File: src/rtl/xnor_eq_scheduler.sv
// Round-robin scheduler sharing one external XNOR gate among four equality-compare requesters.
// Optional `EQ_EARLY_EXIT_EN: finish a compare on the first mismatching bit.
module xnor_eq_scheduler #(
  parameter int WIDTH = 8
) (
  input  logic               clk,
  input  logic               rst_n,
  input  logic [3:0]         req,
  input  logic [4*WIDTH-1:0] opa,
  input  logic [4*WIDTH-1:0] opb,
  output logic               gate_a,
  output logic               gate_b,
  input  logic               gate_x,
  output logic [3:0]         ack,
  output logic               eq,
  output logic               busy
);

  localparam int CNT_W = (WIDTH > 1) ? $clog2(WIDTH) : 1;

  typedef enum logic [1:0] {IDLE, SHIFT, DONE} state_t;

  state_t             state, state_nxt;
  logic [1:0]         ptr;
  logic [1:0]         gnt;
  logic [1:0]         win;
  logic [CNT_W-1:0]   cnt;
  logic [WIDTH-1:0]   sa, sb;
  logic [WIDTH-1:0]   sel_a, sel_b;
  logic               acc;
  logic               last_bit;

  // First requester at or after p, wrapping modulo 4.
  function automatic logic [1:0] rr_pick(input logic [3:0] r, input logic [1:0] p);
    logic [1:0] idx;
    rr_pick = p;
    for (int i = 3; i >= 0; i--) begin
      idx = p + 2'(i);
      if (r[idx]) rr_pick = idx;
    end
  endfunction

  assign win = rr_pick(req, ptr);

  always_comb begin
    sel_a = '0;
    sel_b = '0;
    for (int i = 0; i < 4; i++) begin
      if (win == 2'(i)) begin
        sel_a = opa[i*WIDTH +: WIDTH];
        sel_b = opb[i*WIDTH +: WIDTH];
      end
    end
  end

`ifdef EQ_EARLY_EXIT_EN
  assign last_bit = (cnt == CNT_W'(WIDTH-1)) || !gate_x;
`else
  assign last_bit = (cnt == CNT_W'(WIDTH-1));
`endif

  always_ff @(posedge clk or negedge rst_n) begin
    if (!rst_n) state <= IDLE;
    else        state <= state_nxt;
  end

  always_comb begin
    state_nxt = state;
    gate_a    = 1'b0;
    gate_b    = 1'b0;
    ack       = 4'b0000;
    eq        = 1'b0;
    busy      = 1'b0;
    case (state)
      IDLE: begin
        if (|req) state_nxt = SHIFT;
      end
      SHIFT: begin
        gate_a = sa[0];
        gate_b = sb[0];
        busy   = 1'b1;
        if (last_bit) state_nxt = DONE;
      end
      DONE: begin
        ack       = 4'b0001 << gnt;
        eq        = acc;
        busy      = 1'b1;
        state_nxt = IDLE;
      end
      default: state_nxt = IDLE;
    endcase
  end

  // Operands are latched only at capture, so requesters may change opa/opb mid-compare.
  always_ff @(posedge clk or negedge rst_n) begin
    if (!rst_n) begin
      ptr <= 2'd0;
      gnt <= 2'd0;
      cnt <= '0;
      sa  <= '0;
      sb  <= '0;
      acc <= 1'b1;
    end else begin
      case (state)
        IDLE: begin
          if (|req) begin
            gnt <= win;
            sa  <= sel_a;
            sb  <= sel_b;
            acc <= 1'b1;
            cnt <= '0;
          end
        end
        SHIFT: begin
          acc <= acc & gate_x;
          sa  <= {1'b0, sa[WIDTH-1:1]};
          sb  <= {1'b0, sb[WIDTH-1:1]};
          cnt <= cnt + CNT_W'(1);
        end
        DONE: begin
          ptr <= gnt + 2'd1;
        end
        default: ;
      endcase
    end
  end

endmodule
File: config.mk
export PLATFORM = sky130hd
export DESIGN_NAME = xnor_eq_scheduler
export DESIGN_NICKNAME = d
export VERILOG_FILES = /design/src/rtl/xnor_eq_scheduler.sv
export SDC_FILE = /design/constraint.sdc
export NUM_CORES = 1
export LEC_CHECK = 0
export ABC_AREA = 1
export CORE_MARGIN = 5
export CORE_UTILIZATION = 46
export DETAILED_ROUTE_END_ITERATION = 12
export GPL_ROUTABILITY_DRIVEN = 1
export PLACE_DENSITY = 0.89
export SYNTH_ARGS = -nofsm -noshare
export SYNTH_HDL_FRONTEND = slang
export SYNTH_SLANG_ARGS = --single-unit
File: constraint.sdc
create_clock -name clk -period 2.45 [get_ports clk]
set_input_delay 0.49 -clock clk [delete_from_list [all_inputs] [get_ports clk]]
set_output_delay 0.49 -clock clk [all_outputs]
set_load 0.02 [all_outputs]
# Word-level counts from Yosys, hierarchy flattened
# Cells that the tools add are included.
[op_classes]
n_addsub = 5
n_mul = 0
div = 0
n_lt_le_gt_ge = 4
n_eq_ne = 8
shift = 1
mux = 36
bitwise_logic = 1
reduce_logical = 8
[op_table]
columns = ["op", "n"]
rows = [
  ["$mux W8", 10],
  ["$pmux W8 S2", 2],
  ["$lt A2 B3 Y1 const B", 4],
  ["$mux W2", 6],
  ["$mux W1", 9],
  ["$bmux W1 S2", 4],
  ["$eq A2 B2 Y1 const B", 3],
  ["$pmux W3 S2", 1],
  ["$reduce_and A2 Y1", 3],
  ["$add A2 B1 Y2 const B", 2],
  ["$add A2 B2 Y2 const B", 2],
  ["$eq A2 B1 Y1 const B", 2],
  ["$logic_not A2 Y1", 2],
  ["$mux W4", 1],
  ["$ne A2 B2 Y1 const B", 2],
  ["$pmux W2 S2", 1],
  ["$reduce_or A4 Y1", 1],
  ["$shl A1 B2 Y4 const A", 1],
  ["$add A3 B1 Y3 const B", 1],
  ["$eq A3 B3 Y1 const B", 1],
  ["$mux W3", 1],
  ["$pmux W1 S2", 1],
  ["$reduce_bool A2 Y1", 1],
  ["$reduce_or A2 Y1", 1],
  ["$and A1 B1 Y1", 1],
]
[totals]
register_bits = 26
latch_bits = 0
mem_bits_rw = 0
rom_bits = 0
in_bits = 71
out_inout_bits = 8
elab_cells = 70
n_memories = 0

# Longest topological paths before layout
[logic_depth]
word_depth = 14
depth_mapped = 18
ltp_nobuf = 17

# Least setup slack after synthesis
# OpenSTA, ideal clock, no wires.
[synth_timing]
path_kind = "register -> register"
startpoint = "reg ptr[0]"
endpoint = "reg sa[0]"
setup_time_ps = 121
arrival_time_ps = 1602
required_ps = 2329
setup_slack_ps = 727
path_stages_with_launch = 18
n_path_buf = 3
synth_period_minus_slack_ps = 1723
cell_sequence = "dfrtp_1 buf_6 inv_6 nand2_2 nand2_1 nand2_1 nand2_1 inv_1 nand2_2 nand2_4 nand2_8 inv_2 buf_6 buf_6 nand3_2 nand2_1 o21bai_1 nand2_1"
[synth_via]
elab_chain_len = 14
word_cells_on_any_way = 25
classes_between = "add/sub (3); eq/ne (3); mux (18); reduce/logical (1)"
[synth_lines]
columns = ["item", "line_no", "rtl"]
rows = [
  ["start, declared", "24", "logic [1:0] ptr;"],
  ["start signal, assigned", "121", "ptr <= gnt + 2'd1;"],
  ["$add A2 B2 Y2", "38", "idx = p + 2'(i);"],
  ["$bmux W1 S2", "39", "if (r[idx]) rr_pick = idx;"],
  ["$mux W1 (implied by the code)", "39", ""],
  ["$mux W2 (3 in series)", "39", ""],
  ["$mux W2 (*)", "39", ""],
  ["$logic_not A2 Y1", "49", "if (win == 2'(i)) begin"],
  ["$mux W8 (3 in series)", "49", ""],
  ["$mux W8 (*)", "49", ""],
  ["$mux W8 (*)", "106", "if (|req) begin"],
  ["$pmux W8 S2 (*)", "104", "case (state)"],
  ["end signal, assigned", "108", "sa <= sel_a;"],
  ["end signal, assigned", "116", "sa <= {1'b0, sa[WIDTH-1:1]};"],
  ["end, declared", "28", "logic [WIDTH-1:0] sa, sb;"],
]
# Mark *: on every way between the ends. The rest lies on a longest branch, timed or not. The select of a mux whose other input is x is not followed.
# A chain may end at the register's enable or synchronous reset.

# Worst setup path after layout
[layout_timing]
startpoint = "reg state[1]"
endpoint = "out gate_a"
[layout_via]
elab_chain_len = 2
[layout_lines]
columns = ["item", "line_no", "rtl"]
rows = [
  ["start, declared", "23", "state_t state, state_nxt;"],
  ["start signal, assigned", "64", "else state <= state_nxt;"],
  ["$eq A2 B1 Y1", "74", "case (state)"],
  ["$mux W1", "74", ""],
  ["end, declared", "11", "output logic gate_a,"],
]
# No other way between the ends.

==> impl_results.md <==
- Status: complete, no violations
- Initial antenna violation count: 0
- DR WL met3: 384 um
- Leakage: approximately 1.6 nW
- Layout area overhead: 41.15%
- Max layer used: met4
- 1st-pass router iterations: 4
- Final setup skew: 0.005372 ns
- Net Switching: 0.002361 W
- Worst R2R Start: ptr[0]
- RSZ-0062 raised after global routing: no
- Comb pwr share: 76.2%
- Crit path max fanout: 6
- Routed Antenna Nets: 0
- Crit path buf inv count: 3
- Root Buffer: clkbuf_8
- Crit Path Category: reg -> out
- Initial Utilization: 47.58%
- Syn nets: 407
- Worst Setup SP: state[1]
- Yosys reg bits: 26
- Switch share: between 50% and 60%
- Register area: ~650 um2
- Post-synthesis sequential area ratio: 29.01%
- Least-Margin Pin Slew: 0.4136 ns
- Initial DRC Count: 207
- Fin. Hold Viols: 0
- Post-DP Area: 3124 um2
- # port buffers: between 70 and 80
- P_int: approximately 0.0021 W
- Grt ovf: 0
- Worst hold start: sa[7]
- Via count: 2426
- Power share of the clock group: about 5.8%
- Vias per inst: 5.129
- # H-tree levels: 1
- Area of the multi-input gates: 1323 um2
- Leading area contributor after synthesis: dfrtp_1
- CTS tree: built
- Core area: 4723 um2
- CTS resizes: 0
- Final Instance Area: 3172 um2
- CTS Hold Bufs: 0
- Reg power frac: 18.0%
- Worst-case vdd ir drop: 0.7563 mV
- Max-capacitance violation count: 0
- Post-Synthesis Cells: 326
- Worst path slowest cell: clkdlybuf4s50_1
- Pwr/cell area: 1407 nW/um2
- Worst path arrival time: 1.79 ns
- Die Wd: approximately 80 um
- Die Area: 6383 um2
- DRT Wirelength: 6.386 mm
- Fmax achieved: ~440 MHz
- CP peak stage delay: around 0.59 ns
- Die Y-Extent: about 80 um
- Diode count: 0
- Period Utilization, post-route: 93.23%
- Worst Path Required: 1.96 ns
- Final Core Density: ~67%
- M1 WL: 2.511 mm
- CTS Sinks: 26
- Maximum root-to-sink buffer count: 2
- Worst-Skew Late Latency: about 0.28 ns
- DR WL met2: 3.296 mm
- Top cell type's share of synthesized area: 27.84%
- Fill cells: 400
- Largest net degree at the start of global routing: 27
- Largest delay share family, worst path: buffers and inverters
- GP Congestion: 0.8321
- Total global-route track usage: 20.08%
- Final min period: 2.284 ns
- TritonCTS Buffers: 3
- CTS clk-pin slew, worst paths: ~0.090 ns
- Layout cells sized above 1: between 10% and 20%
- CP Cell Sequence: inv_1 -> ha_1 -> nand2_1 -> inv_1 -> clkdlybuf4s50_1
- Mapped cell area: 2247 um2
- Routed length per placed instance: 13.50 um
- IO Pins: 79
- Synth warn: 0
- Worst hold path class: reg -> reg
- Startpoint Class: flip-flop
- Most used cell, CP: inv_1
- Post-synthesis cell type count: 29
- # DRC: 0
- First-pass GRT wire length: ~10 mm
- Finished Layout Cells: 473
- Post-Place Cells: 469
- Hpwl dp: 5.111 mm
- Post-CTS setup buffer count: 0
- Final setup viols: 0
- Vias in the first global route: 2352
- Slew Limit Fails: 0
- Crit end category: output pin
- Rows: 25
- Syn_area_per_cell: about 6.9 um2
- Accumulated negative setup slack: 0 ns
- Relative slew slack: between 70% and 80%
- Nets: 488
- Top cells by area, synth: dfrtp_1 (28%), nand2_1 (17%), nand3_1 (8.0%)
-- worst min-delay path, cell delays in order, from the launching register on --
cell and delay, ns:
dfrtp_1 0.35, nand2_1 0.06, nand2_1 0.05
-- cell usage after synthesis --
cell and n:
nand2_1 100, nand3_1 36, inv_1 29, dfrtp_1 25
o21ai_0 23, nand4_1 22, o21bai_1 11, ha_1 10
buf_2 9, inv_2 9, nand3_2 9, o21ai_1 7
buf_6 5, nand2_2 5, nor2_1 5, nand2_4 4
clkbuf_1 3, a21oi_1 2, a22o_1 2, buf_4 1
clkinv_1 1, dfstp_2 1, inv_6 1, nand2_8 1
nor2_2 1, nor2_4 1, nor4_1 1, o22ai_1 1
or2_0 1
-- flip-flops by register name, indices dropped and copies added (netlist names) --
| signal | cells |
|---|---|
| acc | 1 |
| ptr | 2 |
| sa | 8 |
| sb | 8 |
| gnt | 2 |
| state | 2 |
| cnt | 3 |
-- layout by cell type (no fill, tap or decap) --
cell,instances
nor2_4,1
ha_1,9
nor2_2,1
inv_1,29
nand4_1,22
nand3_2,9
nand2_2,5
dfstp_2,1
buf_4,15
nand3_1,36
dfrtp_1,25
inv_6,1
or2_0,1
inv_2,9
o21bai_1,11
buf_12,1
clkbuf_8,3
clkinv_1,1
nor4_1,1
nand2_8,1
o22ai_1,1
nor2_1,5
clkbuf_1,1
o21ai_1,7
o21ai_0,23
a22o_1,2
clkdlybuf4s50_1,78
a21oi_1,2
nand2_4,4
ha_2,1
nand2_1,100
-- power by group through the flow --
stage | clock network, W | registers [W] | logic, W
finish | 0.000257 | 0.000804 | 0.00340
global route | 0.000281 | 0.000831 | 0.00383
CTS | 0.000263 | 0.000803 | 0.00339
detailed placement | 0 | 0.000810 | 0.00337
global placement | 0 | 0.000805 | 0.00325
floorplan | 0 | 0.000751 | 0.00263
-- kinds of logic after synthesis --
kind of cell / share of synthesized area, %
simple gates: 41.31
buf+inv: 12.25
compound gates: 11.86
flops: 29.01
fa+ha+maj: 5.568
-- metrics by stage --
stage               worst slack [ns]  hold WS (ns)  power, W
floorplan                     0.7273        0.1944  0.003385
global placement             0.07449        0.4581  0.004056
detailed placement          -0.04229        0.4597  0.004185
CTS                          0.08385        0.4831  0.004457
global route                 0.03404        0.5094  0.004939
finish                        0.1658        0.4844  0.004462
-- worst paths after layout --
kind,cells after the start,endpoint,slack [ns]
max,5,gate_a,0.17
min,2,sa[7],0.48
max reg2reg,15,sa[2],0.30
min reg2reg,2,sa[7],0.48
max in group asynchronous,2,acc,1.55
min in group asynchronous,2,ptr[1],0.59
-- area by class of cell --
cell class	count	area share (%)
inverters	40	4.892
well taps	67	2.643
multi-input cells	242	41.70
repair buffers	94	28.80
flip-flops and latches	26	20.55
clock buffers	4	1.420
-- metal layers --
layer,vias to the layer above,global-route usage (%)
li1,1227,-
met1,1100,22.14
met2,80,37.50
met3,19,3.725
met4,0,7.770
met5,-,0
Power figures use the tool's default switching activity.
